### config.mk
export PLATFORM = sky130hd
export DESIGN_NAME = frame_param_shadow
export DESIGN_NICKNAME = d
export VERILOG_FILES = /design/src/rtl/frame_param_pkg.sv /design/src/rtl/vsync_edge_sync.sv /design/src/rtl/frame_param_shadow.sv
export SDC_FILE = /design/constraint.sdc
export NUM_CORES = 1
export LEC_CHECK = 0
export BUFFER_PORTS_ARGS = -buffer_cell sky130_fd_sc_hd__buf_2
export CORE_MARGIN = 2
export CORE_UTILIZATION = 50
export CTS_CLUSTER_DIAMETER = 60
export CTS_CLUSTER_SIZE = 40
export DETAILED_ROUTE_END_ITERATION = 12
export PLACE_DENSITY = 0.78
export SYNTH_ARGS = -nofsm -noshare
export SYNTH_HDL_FRONTEND = slang
export SYNTH_SLANG_ARGS = --single-unit
### constraint.sdc
create_clock -name i_clk -period 2.77 [get_ports i_clk]
set_input_delay 0.1385 -clock i_clk [delete_from_list [all_inputs] [get_ports i_clk]]
set_output_delay 0.1385 -clock i_clk [all_outputs]
set_load 0.01 [all_outputs]
### src/rtl/frame_param_pkg.sv
// Shared types and default widths for the frame-synchronous parameter shadow register.
package frame_param_pkg;

  typedef enum logic [1:0] {
    S_EMPTY,
    S_PENDING,
    S_COMMIT
  } state_e;

  localparam int unsigned GAZE_W_DEF  = 11;
  localparam int unsigned TRES_W_DEF  = 24;
  localparam int unsigned N_TRES_DEF  = 3;
  localparam int unsigned OVR_CNT_W   = 8;
  localparam int unsigned FRAME_CNT_W = 16;

  function automatic logic [OVR_CNT_W-1:0] sat_inc(input logic [OVR_CNT_W-1:0] v);
    return (&v) ? v : v + OVR_CNT_W'(1);
  endfunction

endpackage

### src/rtl/vsync_edge_sync.sv
// Two-flop synchroniser for an asynchronous frame sync plus a one-cycle edge pulse
// when the synchronised level becomes POL.
module vsync_edge_sync #(
  parameter bit POL = 1'b1
) (
  input  logic i_clk,
  input  logic i_rst,
  input  logic i_async,
  output logic o_edge
);

  logic meta_q, sync_q, prev_q;

  always_ff @(posedge i_clk) begin
    if (i_rst) begin
      meta_q <= 1'b0;
      sync_q <= 1'b0;
      prev_q <= 1'b0;
    end else begin
      meta_q <= i_async;
      sync_q <= meta_q;
      prev_q <= sync_q;
    end
  end

  assign o_edge = (sync_q == POL) && (prev_q != POL);

endmodule

### src/rtl/frame_param_shadow.sv
// Double-buffered gaze/threshold parameters committed atomically on the active VSYNC edge.
// Define PARAM_GAZE_CLAMP_EN to clamp staged gaze to the active raster at capture.
module frame_param_shadow
  import frame_param_pkg::*;
#(
  parameter int unsigned GAZE_W    = GAZE_W_DEF,
  parameter int unsigned TRES_W    = TRES_W_DEF,
  parameter int unsigned N_TRES    = N_TRES_DEF,
  parameter int unsigned H_ACTIVE  = 1920,
  parameter int unsigned V_ACTIVE  = 1080,
  parameter int unsigned VSYNC_POL = 1
) (
  input  logic                     i_clk,
  input  logic                     i_rst,
  input  logic                     i_vsync,
  input  logic                     i_wr_valid,
  output logic                     o_wr_ready,
  input  logic [GAZE_W-1:0]        i_wr_gaze_x,
  input  logic [GAZE_W-1:0]        i_wr_gaze_y,
  input  logic [N_TRES*TRES_W-1:0] i_wr_tres,
  output logic [GAZE_W-1:0]        o_gaze_x,
  output logic [GAZE_W-1:0]        o_gaze_y,
  output logic [N_TRES*TRES_W-1:0] o_tres,
  output logic                     o_update,
  output logic                     o_pending,
  output logic [OVR_CNT_W-1:0]     o_ovr_cnt,
  output logic [FRAME_CNT_W-1:0]   o_frame_cnt
);

`ifdef PARAM_GAZE_CLAMP_EN
  localparam bit CLAMP_EN = 1'b1;
`else
  localparam bit CLAMP_EN = 1'b0;
`endif

  localparam logic [GAZE_W-1:0] X_MAX = GAZE_W'(H_ACTIVE - 1);
  localparam logic [GAZE_W-1:0] Y_MAX = GAZE_W'(V_ACTIVE - 1);

  state_e                   state_q, state_d;
  logic                     vs_edge;
  logic                     accept;
  logic                     ready_q;
  logic [GAZE_W-1:0]        cap_x, cap_y;
  logic [GAZE_W-1:0]        stage_x_q, stage_y_q;
  logic [N_TRES*TRES_W-1:0] stage_tres_q;
  logic [GAZE_W-1:0]        gaze_x_q, gaze_y_q;
  logic [N_TRES*TRES_W-1:0] tres_q;
  logic                     update_q;
  logic [OVR_CNT_W-1:0]     ovr_q;
  logic [FRAME_CNT_W-1:0]   frame_q;

  vsync_edge_sync #(
    .POL (VSYNC_POL != 0)
  ) u_vsync (
    .i_clk   (i_clk),
    .i_rst   (i_rst),
    .i_async (i_vsync),
    .o_edge  (vs_edge)
  );

  // Writes are refused in the commit cycle so staging is stable while it is copied out.
  assign o_wr_ready = ready_q && (state_q != S_COMMIT);
  assign accept     = i_wr_valid && o_wr_ready;

  always_comb begin
    cap_x = i_wr_gaze_x;
    cap_y = i_wr_gaze_y;
    if (CLAMP_EN) begin
      if (i_wr_gaze_x > X_MAX) cap_x = X_MAX;
      if (i_wr_gaze_y > Y_MAX) cap_y = Y_MAX;
    end
  end

  // A write colliding with the edge in S_PENDING is captured first, so it becomes the commit.
  always_comb begin
    state_d = state_q;
    unique case (state_q)
      S_EMPTY:   if (accept) state_d = S_PENDING;
      S_PENDING: if (vs_edge) state_d = S_COMMIT;
      S_COMMIT:  state_d = S_EMPTY;
      default:   state_d = S_EMPTY;
    endcase
  end

  always_ff @(posedge i_clk) begin
    if (i_rst) begin
      state_q      <= S_EMPTY;
      ready_q      <= 1'b0;
      stage_x_q    <= '0;
      stage_y_q    <= '0;
      stage_tres_q <= '0;
      gaze_x_q     <= '0;
      gaze_y_q     <= '0;
      tres_q       <= '0;
      update_q     <= 1'b0;
      ovr_q        <= '0;
      frame_q      <= '0;
    end else begin
      state_q  <= state_d;
      ready_q  <= 1'b1;
      update_q <= (state_q == S_COMMIT);
      if (accept) begin
        stage_x_q    <= cap_x;
        stage_y_q    <= cap_y;
        stage_tres_q <= i_wr_tres;
      end
      if (accept && (state_q == S_PENDING)) ovr_q <= sat_inc(ovr_q);
      if (state_q == S_COMMIT) begin
        gaze_x_q <= stage_x_q;
        gaze_y_q <= stage_y_q;
        tres_q   <= stage_tres_q;
      end
      if (vs_edge) frame_q <= frame_q + FRAME_CNT_W'(1);
    end
  end

  assign o_gaze_x    = gaze_x_q;
  assign o_gaze_y    = gaze_y_q;
  assign o_tres      = tres_q;
  assign o_update    = update_q;
  assign o_pending   = (state_q == S_PENDING);
  assign o_ovr_cnt   = ovr_q;
  assign o_frame_cnt = frame_q;

endmodule

After elaboration in Yosys (flattened, before gate mapping)
Index checks and enable logic that the tools add are counted.
{ "word_totals": {"ff_bits": 219, "inputBits": 98, "out_inout_bits": 121, "word_cells": 35} }
{ "classes": {"addsub": 2, "n_eq_ne": 5, "mux": 4, "bitwise_logic": 2, "reduce_logical": 8} }
{ "op_table": {"columns": ["cell", "count"], "rows": [
  ["adder 16 x 1 -> 16 bit, second input constant", 1],
  ["adder 8 x 1 -> 8 bit, second input constant", 1],
  ["AND reduction 8 bit", 1],
  ["logical AND 1 bit", 4],
  ["2-to-1 mux 2 bit", 2],
  ["inequality test 2 bit, second input constant", 2],
  ["one-hot mux 2 bit (2 select lines)", 1],
  ["AND reduction 2 bit", 2],
  ["equality test 2 x 1 -> 1 bit, second input constant", 1],
  ["equality test 2 bit, second input constant", 1],
  ["zero test 2 bit", 1],
  ["inequality test 2 x 1 -> 1 bit, second input constant", 1],
  ["inverter 1 bit", 2],
  ["2-to-1 mux 1 bit", 1]
]} }

Longest topological paths before layout
Gate-level depths: netlist of the first run.
{ "logic_depth": {"depth_word": 5, "mapped_depth": 8, "mapped_depth_nobuf": 5} }

Cells and area by module
From an unflattened synthesis of the first run, not the netlist that was laid out.
{ "unflattened": {"hier_cells": 964, "area_unflattened_um2": 7815.0} }
{ "by_module_without_submodules": {"columns": ["mod", "n_inst", "cells_per_inst", "area_per_inst_um2", "seq_area_each_um2"], "rows": [
  ["frame_param_shadow", 1, 957, 7727.4, 4324.1],
  ["vsync_edge_sync", 1, 7, 87.6, 60.1]
]} }

Worst setup path before layout of the first run
No wires, ideal clock.
{ "synth_timing": {"kind": "register to register", "from": "reg ovr_q[0], in the netlist o_ovr_cnt[0]", "to": "reg ovr_q[7], in the netlist o_ovr_cnt[7]", "setup_time_ns": 0.070, "arrival_time_ns": 1.543, "required_ns": 2.700, "slack_ns": 1.157, "stages_incl_launch_ff": 6, "path_buffers": 0, "period_less_slack_ns": 1.613, "path_cell_list": "dfxtp_1 > ha_1 > and4_1 > a21o_1 > or4_1 > a21oi_1"} }
{ "synth_via": {"elab_chain_cells": 3, "elab_cells_between_ends": 4, "classes_between": "1 x add/sub; 1 x bitwise; 2 x reduce/logical"} }
{ "synth_rtl": {"columns": ["item", "line", "text"], "rows": [
  ["start: declaration", "frame_param_shadow.sv:49", "logic [OVR_CNT_W-1:0] ovr_q;"],
  ["start signal: assignment", "frame_param_shadow.sv:107", "if (accept && (state_q == S_PENDING)) ovr_q <= sat_inc(ovr_q);"],
  ["branches (longest 3 deep; another with adder 8 x 1 -> 8 bit)", null, null]
]} }
Several ways; the timed one is not identified.
A chain may end at the register's enable or synchronous reset.

Worst setup path after layout of the first run
{ "layout_timing": {"from": "reg state_q[0]", "to": "out o_wr_ready"} }
{ "layout_via": {"elab_chain_cells": 2} }
{ "layout_rtl": {"columns": ["item", "line", "text"], "rows": [
  ["start: declaration", "frame_param_shadow.sv:39", "state_e state_q, state_d;"],
  ["start signal: assignment", "frame_param_shadow.sv:99", "state_q <= state_d;"],
  ["inequality test 2 bit", "frame_param_shadow.sv:62", "assign o_wr_ready = ready_q && (state_q != S_COMMIT);"],
  ["logical AND 1 bit", "frame_param_shadow.sv:62", null],
  ["end: declaration", "frame_param_shadow.sv:17", "output logic o_wr_ready,"]
]} }
No other way between the ends.

==> impl_metrics.py, run 1 <==
metrics = {
    "min_path": {
        "whs_endpoint": "o_ovr_cnt[1]$_SDFFE_PP0P_",
        "hp-class": "in2reg",
        "hp-start": "i_rst",
        "whs_path_depth": 2,
    },
    "floorplanning": {
        "coreArea_mm2": 0.01515,
        "dieArea_mm2": 0.01642,
        "ios": 219,
        "rows": 45,
        "start_util_pct": 50.89,
        "die_height_um": 128.2,
        "dieWidth_um": 128.2,
    },
    "timing": {
        "tightest_slew_ns": 0.7896,
        "drv_slew": 0,
        "rsz0062_at_grt": "no",
        "tns_ns": 0,
        "period_minus_slack_ns": 2.128,
        "whs_ns": 0.1864,
        "fmax_ghz": 0.4699,
        "hold_viol": 0,
        "finalSetupViolCount": 0,
        "skew_ns": 0.01191,
        "min_period_over_period_pct": 76.83,
        "max_slew_margin_pct": 47.36,
    },
    "outcome": {
        "outcome": "complete, no violations",
    },
    "route": {
        "drc": 0,
        "viasPerCell": 5.177,
        "routed_wl_um": 20630,
        "vias": 7361,
        "first_pass_iters": 5,
        "routedWlPerCell_um": 14.51,
        "drtIter0Drc": 471,
        "antenna_left": 0,
    },
    "placement": {
        "dpl_cell_area_mm2": 0.008870,
        "io_buffers": 218,
        "dpl.hpwl_um": 11590,
        "place.gp.congestion": 0.7672,
    },
    "clock_tree": {
        "clk_latency_ns": 0.46,
        "clk_pin_slew_ns": 0.09,
        "cts_tree": "built",
        "post_cts_buffers": 0,
        "cts-root-buf": "clkbuf_16",
        "clock_sinks": 219,
        "h-tree-depth": 1,
        "cts_buffers": 15,
        "clock_path_buffers": 3,
    },
    "logic_synthesis": {
        "synth_top_family_by_area": "simple AND/OR/NAND/NOR gates",
        "synthMuxAreaShare_pct": 0.2597,
        "netlist.area_leader.share_pct": 56.88,
        "synth-compound-area-share_pct": 13.83,
        "syn_nets": 1057,
        "synth_fa_ha_area_share_pct": 0.3247,
        "yosys.area_share.xor_xnor_pct": 1.591,
        "synthDistinctLibCells": 38,
        "syn_inst": 957,
        "ys_seq_area_share_pct": 56.88,
        "syn_area_mm2": 0.007707,
        "synth.largest_area_cell": "dfxtp_1",
        "synth-seq-cells": 219,
        "synthSimpleGateAreaFrac_pct": 22.91,
        "syn_avg_cell_area_um2": 8.054,
        "ys_warn_count": 0,
        "synthTopCellsByArea": "dfxtp_1 (57%), nand2_1 (19%), a21oi_1 (13%)",
    },
    "pwr": {
        "ir_worst_vdd_mv": 0.3844,
        "p_per_area_mw_per_mm2": 579.3,
        "p_leak_uw": 0.004236,
    },
    "critical_path": {
        "critical_path_arrival_ns": 1.99,
        "r2r_start": "state_q[0]$_SDFFE_PP0P_",
        "rrSetupSlack_ns": 0.88,
        "required_ns": 2.63,
        "worstSetupPathType": "reg2out",
        "worst_r2r_endpoint": "stage_x_q[7]$_SDFFE_PP0P_",
        "r2r_cells": 5,
        "start_kind": "flip-flop",
        "worstPathMaxFanout": 60,
        "end_kind": "primary output",
    },
    "final_layout": {
        "fill_cells": 1192,
        "final_area_mm2": 0.01033,
        "synthToLayoutAreaGrowth_pct": 33.98,
        "final_layout_size_suffix_gt1_share_pct": 20.76,
        "fin_nets": 1326,
        "seqCellArea_mm2": 0.004384,
        "multi_input_area_mm2": 0.003032,
    },
    "global_route": {
        "grt_pass1_wl_um": 32340,
        "grtUsageTotal_pct": 23.85,
        "grt_pass1_vias": 6862,
        "grt_max_degree": 105,
        "antenna_found_initial": 0,
        "grt-ovfl-total": 0,
    },
    "run": {
        "maxCapViolCount": 0,
    },
}
==> worst max-delay path by stage <==
stage                                   start                        end  slack, ns  cells past startpoint
global placement      state_q[0]$_SDFFE_PP0P_  stage_x_q[4]$_SDFFE_PP0P_       0.93                      5
global route          state_q[0]$_SDFFE_PP0P_                 o_wr_ready       0.49                      4
finish                state_q[0]$_SDFFE_PP0P_                 o_wr_ready       0.64                      4
CTS                   state_q[0]$_SDFFE_PP0P_                 o_wr_ready       0.58                      4
floorplan           o_ovr_cnt[0]$_SDFFE_PP0P_  o_ovr_cnt[7]$_SDFFE_PP0P_       1.16                      5
detailed placement    state_q[0]$_SDFFE_PP0P_  stage_y_q[9]$_SDFFE_PP0P_       0.87                      5
==> placed cells by master, fill, tap and decap left out, types with 2 or more instances in the layout <==
cell,count
or3_1,4
buf_2,217
xnor2_1,4
o21ai_0,4
buf_4,4
ha_1,2
nand3_1,4
and4_1,2
clkbuf_16,15
or4_1,2
nor2b_1,5
inv_1,3
nand4_1,6
dlygate4sd3_1,95
a21oi_1,196
buf_12,4
inv_8,2
xor2_1,10
mux2i_1,2
and2_1,2
clkinvlp_4,2
o31ai_1,2
nor2_1,19
dfxtp_1,219
nand2_1,382
and3_1,3
bufinv_16,2
==> layer usage <==
layer	part of all wire [%]	up-vias	GRT usage, %
met4	4.4	0	11.83
met3	5.7	78	4.674
met2	49	254	40.64
met5	0	-	0
li1	-	3632	-
met1	41	3397	28.87
==> worst max-delay path, stage by stage (launching register included) <==
cell      delay, ns
dfxtp_1        0.45
nand2b_4       0.20
buf_4          0.52
and2_1         0.22
buf_2          0.13
==> timing repair <==
item,CTS,global route
gates resized for setup,0,0
hold buffers,95,0
hold endpoints to repair,95,0
==> state kept, by name, indices dropped and copies added (netlist names) <==
signal	count
u_vsync.sync_q	1
state_q	2
o_update	1
o_gaze_x	11
o_frame_cnt	16
u_vsync.prev_q	1
stage_x_q	11
o_gaze_y	11
stage_tres_q	72
stage_y_q	11
o_tres	72
o_ovr_cnt	8
ready_q	1
u_vsync.meta_q	1
==> logic make-up after synthesis <==
family / after synthesis
buf+inv: 72
mux: 2
flops: 219
fa+ha+maj: 2
simple gates: 440
compound gates: 208
xor+xnor: 14
==> power by group <==
part | leakage, uW | total (uW) | internal (uW) | switching [uW]
Combinational | 0.00222 | 408 | 203 | 205
Clock | 0.000240 | 2320 | 1210 | 1110
Sequential | 0.00178 | 3250 | 3220 | 37.2
Total | 0.00424 | 5980 | 4630 | 1350
==> stage by stage <==
step                instances  util, %  setup WS (ns)  total power [uW]
detailed placement       1302    58.56         0.8728              3623
CTS                      1421    68.16         0.5833              6036
floorplan                 957        -          1.157              3493
global placement         1302    58.56         0.9303              3616
global route             1421    68.16         0.4851              6195
finish                   1422    68.18         0.6417              5982
==> synthesized netlist by cell type, drive strengths merged <==
cell type    n
nand2      382
dfxtp      219
a21oi      196
clkbuf      36
buf         33
nor2        19
xor2        10
nand3        6
nand4        6
nor2b        6
and3         4
o21ai        4
or3          4
xnor2        4
and4         3
inv          3
a2111oi      2
and2         2
ha           2
mux2i        2
o31ai        2
or4          2
a211oi       1
a21boi       1
a21o         1
a311oi       1
and3b        1
and4b        1
nand2b       1
nand4b       1
nor3         1
nor4         1
==> layout make-up <==
type                            count  area share [%]
Antenna cell                        1         0.02423
Sequential cell                   219           42.46
Timing Repair Buffer              321           20.90
Inverter                            3          0.1091
Clock buffer                       15           3.635
Clock inverter                      9           1.236
Multi-Input combinational cell    666           29.36
Tap cell                          188           2.278
(Power assumes the default switching activity.)
==> run 2, diff against run 1 <==
--- a/config.mk
+++ b/config.mk
@@ -5,13 +5,14 @@
 export SDC_FILE = /design/constraint.sdc
 export NUM_CORES = 1
 export LEC_CHECK = 0
+export ABC_AREA = 1
 export BUFFER_PORTS_ARGS = -buffer_cell sky130_fd_sc_hd__buf_2
 export CORE_MARGIN = 2
-export CORE_UTILIZATION = 50
+export CORE_UTILIZATION = 47
 export CTS_CLUSTER_DIAMETER = 60
 export CTS_CLUSTER_SIZE = 40
 export DETAILED_ROUTE_END_ITERATION = 12
-export PLACE_DENSITY = 0.78
+export PLACE_DENSITY = 0.77
 export SYNTH_ARGS = -nofsm -noshare
 export SYNTH_HDL_FRONTEND = slang
 export SYNTH_SLANG_ARGS = --single-unit
==> constraint.sdc (replaced) <==
create_clock -name i_clk -period 1.8 [get_ports i_clk]
set_input_delay 0.09 -clock i_clk [delete_from_list [all_inputs] [get_ports i_clk]]
set_output_delay 0.09 -clock i_clk [all_outputs]
set_load 0.01 [all_outputs]
==> impl_metrics.py, run 2 <==
metrics = {
    "floorplanning": {
        "rows": 47,
        "start_util_pct": 47.74,
        "dieArea_mm2": 0.01771,
        "dieWidth_um": 133.1,
        "die_height_um": 133.1,
        "ios": 219,
        "coreArea_mm2": 0.01641,
    },
    "route": {
        "vias": 7396,
        "routedWlPerCell_um": 13.57,
        "antenna_left": 0,
        "drc": 0,
        "routed_wl_um": 20330,
        "viasPerCell": 4.937,
        "drtIter0Drc": 555,
        "first_pass_iters": 7,
    },
    "clock_tree": {
        "clk_latency_ns": 0.47,
        "post_cts_buffers": 0,
        "clock_path_buffers": 3,
        "cts_buffers": 15,
        "h-tree-depth": 1,
        "cts-root-buf": "clkbuf_16",
        "clock_sinks": 219,
        "cts_tree": "built",
        "clk_pin_slew_ns": 0.09,
    },
    "timing": {
        "hold_viol": 0,
        "tns_ns": 0,
        "finalSetupViolCount": 0,
        "rsz0062_at_grt": "no",
        "fmax_ghz": 0.6563,
        "skew_ns": 0.02284,
        "min_period_over_period_pct": 84.65,
        "tightest_slew_ns": 0.6325,
        "whs_ns": 0.1525,
        "fin_ws_ns": 0.2764,
        "period_minus_slack_ns": 1.524,
        "drv_slew": 0,
        "max_slew_margin_pct": 57.84,
    },
    "pwr": {
        "switching_share_pct": 23.33,
        "ir_worst_vdd_mv": 0.6323,
        "p_leak_uw": 0.004559,
        "p_comb_share_pct": 7.9,
        "p_int_uw": 7264,
        "power.net_switching_uw": 2210,
        "p_clk_share_pct": 39.0,
        "p_per_area_mw_per_mm2": 902.2,
        "seqPwrFrac_pct": 53.2,
        "p_total_uw": 9474,
    },
    "final_layout": {
        "final_common_cell": "dfxtp_1",
        "diodes": 0,
        "fill_cells": 1344,
        "final_cells": 1498,
        "final_layout_size_suffix_gt1_share_pct": 20.81,
        "fin_nets": 1370,
        "layout.cells.most_common_list": "dfxtp_1 (219), buf_2 (218), nor2_1 (168)",
        "synthToLayoutAreaGrowth_pct": 34.07,
    },
    "logic_synthesis": {
        "synthDistinctLibCells": 26,
        "ys_warn_count": 0,
        "synth-edff-count": 0,
        "synth-seq-cells": 219,
        "synth.largest_area_cell": "dfxtp_1",
        "netlist.area_leader.share_pct": 55.97,
        "ys_seq_area_share_pct": 55.97,
        "synth_ff_type": "dfxtp_1",
        "syn_area_mm2": 0.007833,
        "synthTopCellsByArea": "dfxtp_1 (56%), a21oi_1 (8.7%), o21ai_0 (8.5%)",
        "netlist_top_cells_count": "dfxtp_1 (219), nor2_1 (168), nand2_1 (167)",
        "syn_inst": 991,
        "syn_avg_cell_area_um2": 7.904,
        "yosysMostFrequentCell": "dfxtp_1",
        "async_flop_share_pct": 0,
        "syn_nets": 1091,
    },
    "critical_path": {
        "worstSetupPathType": "reg2reg",
        "rrSetupSlack_ns": 0.28,
        "start_kind": "flip-flop",
        "required_ns": 2.17,
        "critical_path_arrival_ns": 1.89,
        "critPathMaxStageDelay_ns": 0.38,
        "worst_r2r_endpoint": "o_ovr_cnt[4]$_SDFFE_PP0P_",
        "r2r_start": "o_ovr_cnt[1]$_SDFFE_PP0P_",
        "worstPathMaxFanout": 9,
        "crit_chain": "ha_1 > nand2_1 > nor2_1 > nand2_1 > nand2_2 > inv_1 > a21oi_1 > nor2_1",
        "slowest_stage": "dfxtp_1",
        "r2r_cells": 8,
        "end_kind": "flip-flop",
    },
    "global_route": {
        "grt_pass1_wl_um": 32630,
        "grt-ovfl-total": 0,
        "grtUsageTotal_pct": 22.01,
        "grt_pass1_vias": 6889,
        "antenna_found_initial": 0,
        "grt_max_degree": 125,
    },
    "min_path": {
        "whs_endpoint": "stage_tres_q[5]$_SDFFE_PP0P_",
        "hp-class": "in2reg",
        "whs_path_depth": 3,
        "hp-start": "i_rst",
    },
    "placement": {
        "place_inst": 1378,
        "dpl.hpwl_um": 11780,
        "post-place-ws_ns": 0.2725,
        "io_buffers": 218,
        "place.gp.congestion": 0.8665,
    },
    "run": {
        "maxCapViolCount": 0,
    },
    "outcome": {
        "outcome": "complete, no violations",
    },
}
run 2: cell count changes after synthesis, sizes merged, moves of 5 or more:
cell,change
nand2,-211
buf,-7
xor2,-5
inv,+59
o21ai,+129
nand3,+5
nor2b,-6
nor2,+150
a21oi,-60
run 2: timing repair:
| item | in CTS | in global routing |
|---|---|---|
| endpoints found under the hold margin | 95 | 0 |
| endpoints found under the setup margin | 0 | 0 |
| hold buffers | 95 | 0 |
| gates resized for setup | 0 | 0 |
run 2: worst max path at each step:
stage | from | to | slack (ns) | cells past startpoint
global route | o_ovr_cnt[1]$_SDFFE_PP0P_ | o_ovr_cnt[4]$_SDFFE_PP0P_ | 0.06 | 8
global placement | o_ovr_cnt[1]$_SDFFE_PP0P_ | o_ovr_cnt[7]$_SDFFE_PP0P_ | 0.33 | 8
detailed placement | o_ovr_cnt[0]$_SDFFE_PP0P_ | o_ovr_cnt[4]$_SDFFE_PP0P_ | 0.27 | 8
floorplan | o_ovr_cnt[1]$_SDFFE_PP0P_ | o_ovr_cnt[4]$_SDFFE_PP0P_ | 0.38 | 8
finish | o_ovr_cnt[1]$_SDFFE_PP0P_ | o_ovr_cnt[4]$_SDFFE_PP0P_ | 0.28 | 8
CTS | o_ovr_cnt[1]$_SDFFE_PP0P_ | o_ovr_cnt[4]$_SDFFE_PP0P_ | 0.27 | 8
run 2: kinds of logic after synthesis:
| logic type | share of synthesized area (%) |
|---|---|
| AO/OA/AOI/OAI | 17.56 |
| XOR/XNOR | 0.5591 |
| adder cells (fa/ha/maj) | 0.3194 |
| buffers and inverters | 7.093 |
| flip-flops | 55.97 |
| AND/OR/NAND/NOR | 18.50 |
run 2: power by group through the flow:
stage / combinational [uW] / sequential [uW] / clock, uW
finish: 745 / 5040 / 3690
global route: 833 / 5050 / 3960
CTS: 736 / 5040 / 3780
detailed placement: 573 / 5150 / 0
global placement: 564 / 5140 / 0
floorplan: 349 / 5150 / 0
run 2: per-layer routing:
metal  track usage (%)  routed length (um)
met1             26.94                8617
met2             38.43                9710
met3             3.919                1243
met4             9.102                 755
met5                 0                   0
run 2: layout make-up:
| cell class | count | area (um^2) | share of cell area [%] |
|---|---|---|---|
| Clock buffer | 15 | 375.4 | 3.574 |
| Clock inverter | 10 | 147.6 | 1.406 |
| Inverter | 62 | 236.5 | 2.252 |
| Multi-Input combinational cell | 646 | 2893 | 27.55 |
| Sequential cell | 219 | 4384 | 41.75 |
| Tap cell | 220 | 275.3 | 2.621 |
| Timing Repair Buffer | 326 | 2190 | 20.85 |
run 2: through the flow:
| stage | cell area, um^2 | utilization (%) |
|---|---|---|
| floorplan | 7833 | - |
| global placement | 9027 | 55.02 |
| detailed placement | 9027 | 55.02 |
| CTS | 10500 | 64.01 |
| global route | 10500 | 64.01 |
| finish | 10500 | 64.01 |
run 2: worst max-delay path, delay by kind of cell (launching register included):
family,cells,cell delay [ns]
flops,1,0.38
simple gates,5,0.53
compound gates,1,0.15
buf+inv,1,0.15
fa+ha+maj,1,0.23
==> run 3, diff against run 2 <==
==> constraint.sdc (replaced) <==
create_clock -name i_clk -period 1.4 [get_ports i_clk]
set_input_delay 0.07 -clock i_clk [delete_from_list [all_inputs] [get_ports i_clk]]
set_output_delay 0.07 -clock i_clk [all_outputs]
set_load 0.01 [all_outputs]
==> impl_metrics.py, run 3 (synthesized netlist as in run 2, its figures left out) <==
metrics = {
    "timing": {
        "whs_ns": 0.05778,
        "tns_ns": 0,
        "fmax_ghz": 0.7275,
        "drv_slew": 0,
        "min_period_over_period_pct": 98.19,
        "rsz0062_at_grt": "yes",
        "period_minus_slack_ns": 1.375,
        "max_slew_margin_pct": 77.09,
        "skew_ns": 0.009612,
        "hold_viol": 0,
        "tightest_slew_ns": 0.3437,
        "finalSetupViolCount": 0,
    },
    "route": {
        "routed_wl_um": 22840,
        "antenna_left": 0,
        "drtIter0Drc": 520,
        "routedWlPerCell_um": 15.01,
        "viasPerCell": 5.056,
        "drc": 0,
        "vias": 7690,
        "first_pass_iters": 5,
    },
    "clock_tree": {
        "clock_path_buffers": 3,
        "h-tree-depth": 1,
        "cts_buffers": 14,
        "cts_tree": "built",
        "post_cts_buffers": 0,
        "clk_latency_ns": 0.47,
        "clock_sinks": 219,
        "clk_pin_slew_ns": 0.09,
        "cts-root-buf": "clkbuf_16",
    },
    "critical_path": {
        "critical_path_arrival_ns": 1.30,
        "end_kind": "primary output",
        "critPathMaxStageDelay_ns": 0.34,
        "start_kind": "flip-flop",
        "required_ns": 1.33,
        "r2r_cells": 9,
        "worstSetupPathType": "reg2out",
        "rrSetupSlack_ns": 0.03,
        "crit_chain": "inv_2 > nand2_4 > inv_6 > nor2_4 > buf_4",
        "worstPathMaxFanout": 4,
        "r2r_start": "state_q[0]$_SDFFE_PP0P_",
        "worst_r2r_endpoint": "stage_tres_q[23]$_SDFFE_PP0P_",
        "slowest_stage": "dfxtp_2",
    },
    "global_route": {
        "grt_pass1_wl_um": 33750,
        "antenna_found_initial": 2,
        "grt_pass1_vias": 7019,
        "grt_max_degree": 65,
        "grtUsageTotal_pct": 22.91,
        "grt-ovfl-total": 0,
    },
    "placement": {
        "io_buffers": 218,
        "place.gp.congestion": 0.8891,
        "dpl.hpwl_um": 12290,
        "place_inst": 1392,
    },
    "min_path": {
        "hp-start": "i_rst",
        "whs_endpoint": "stage_tres_q[25]$_SDFFE_PP0P_",
        "whs_path_depth": 3,
        "hp-class": "in2reg",
    },
    "run": {
        "maxCapViolCount": 0,
    },
    "floorplanning": {
        "ios": 219,
        "dieWidth_um": 133.1,
        "dieArea_mm2": 0.01771,
        "die_height_um": 133.1,
        "start_util_pct": 47.74,
        "rows": 47,
        "coreArea_mm2": 0.01641,
    },
    "pwr": {
        "ir_worst_vdd_mv": 0.8994,
        "p_leak_uw": 0.004736,
        "p_per_area_mw_per_mm2": 1101,
    },
    "final_layout": {
        "final_common_cell": "buf_2",
        "final_layout_size_suffix_gt1_share_pct": 24.79,
        "synthToLayoutAreaGrowth_pct": 40.65,
        "final_cells": 1521,
        "fin_nets": 1391,
        "fill_cells": 1269,
        "layout.cells.most_common_list": "buf_2 (217), dfxtp_1 (212), nand2_1 (167)",
        "final_util_pct": 67.15,
    },
    "outcome": {
        "outcome": "complete, no violations",
    },
}
-- run 3: cell type report --
class,instances,area [um^2],area share (%)
antenna,2,5.005,0.04543
inverter,62,251.5,2.283
tap,220,275.3,2.499
clock buffer,17,402.9,3.657
timing repair buffer,348,2592,23.53
clock inverter,7,81.33,0.7382
sequential,219,4395,39.90
multi-input combinational,646,3013,27.35
-- run 3: metrics by stage --
step	setup WS, ns	power (uW)	area, um^2
floorplan	0.04326	7072	7838
global placement	0.06874	7367	9213
detailed placement	0.02385	7385	9213
CTS	0.002621	12070	10650
global route	-0.05096	12620	11020
finish	0.02538	12130	11020
-- run 3: worst max-delay path by stage --
stage	from	end	cells past startpoint
detailed placement	state_q[1]$_SDFFE_PP0P_	stage_tres_q[63]$_SDFFE_PP0P_	7
finish	state_q[0]$_SDFFE_PP0P_	o_wr_ready	5
global route	state_q[0]$_SDFFE_PP0P_	stage_tres_q[42]$_SDFFE_PP0P_	9
CTS	state_q[1]$_SDFFE_PP0P_	stage_tres_q[63]$_SDFFE_PP0P_	7
global placement	state_q[1]$_SDFFE_PP0P_	stage_y_q[7]$_SDFFE_PP0P_	7
floorplan	o_ovr_cnt[0]$_SDFFE_PP0P_	o_ovr_cnt[4]$_SDFFE_PP0P_	8
-- run 3: worst max-delay path, delay by kind of cell (launching register included) --
kind,cells,cell delay [ns]
and+or+nand+nor,2,0.22
buffers and inverters,3,0.27
DFF,1,0.34
-- run 3: layer usage --
layer | vias to the layer above | GRT usage (%) | wire [um]
met5 | - | 0 | 0
met4 | 0 | 10.40 | 1028
met3 | 79 | 3.425 | 1520
met2 | 323 | 39.61 | 10940
met1 | 3484 | 28.38 | 9346
li1 | 3804 | - | -
-- run 3: report_power, final --
part	total, uW	internal (uW)	switching (uW)
Combinational	1120	557	565
Clock	4530	2310	2220
Sequential	6480	6410	75.8
-- run 3: timing repair --
item / 4_1_cts / 5_1_grt
setup endpoints to repair: 0 / 111
hold endpoints to repair: 95 / 0
hold buffers: 95 / 0
resized for setup: 0 / 80
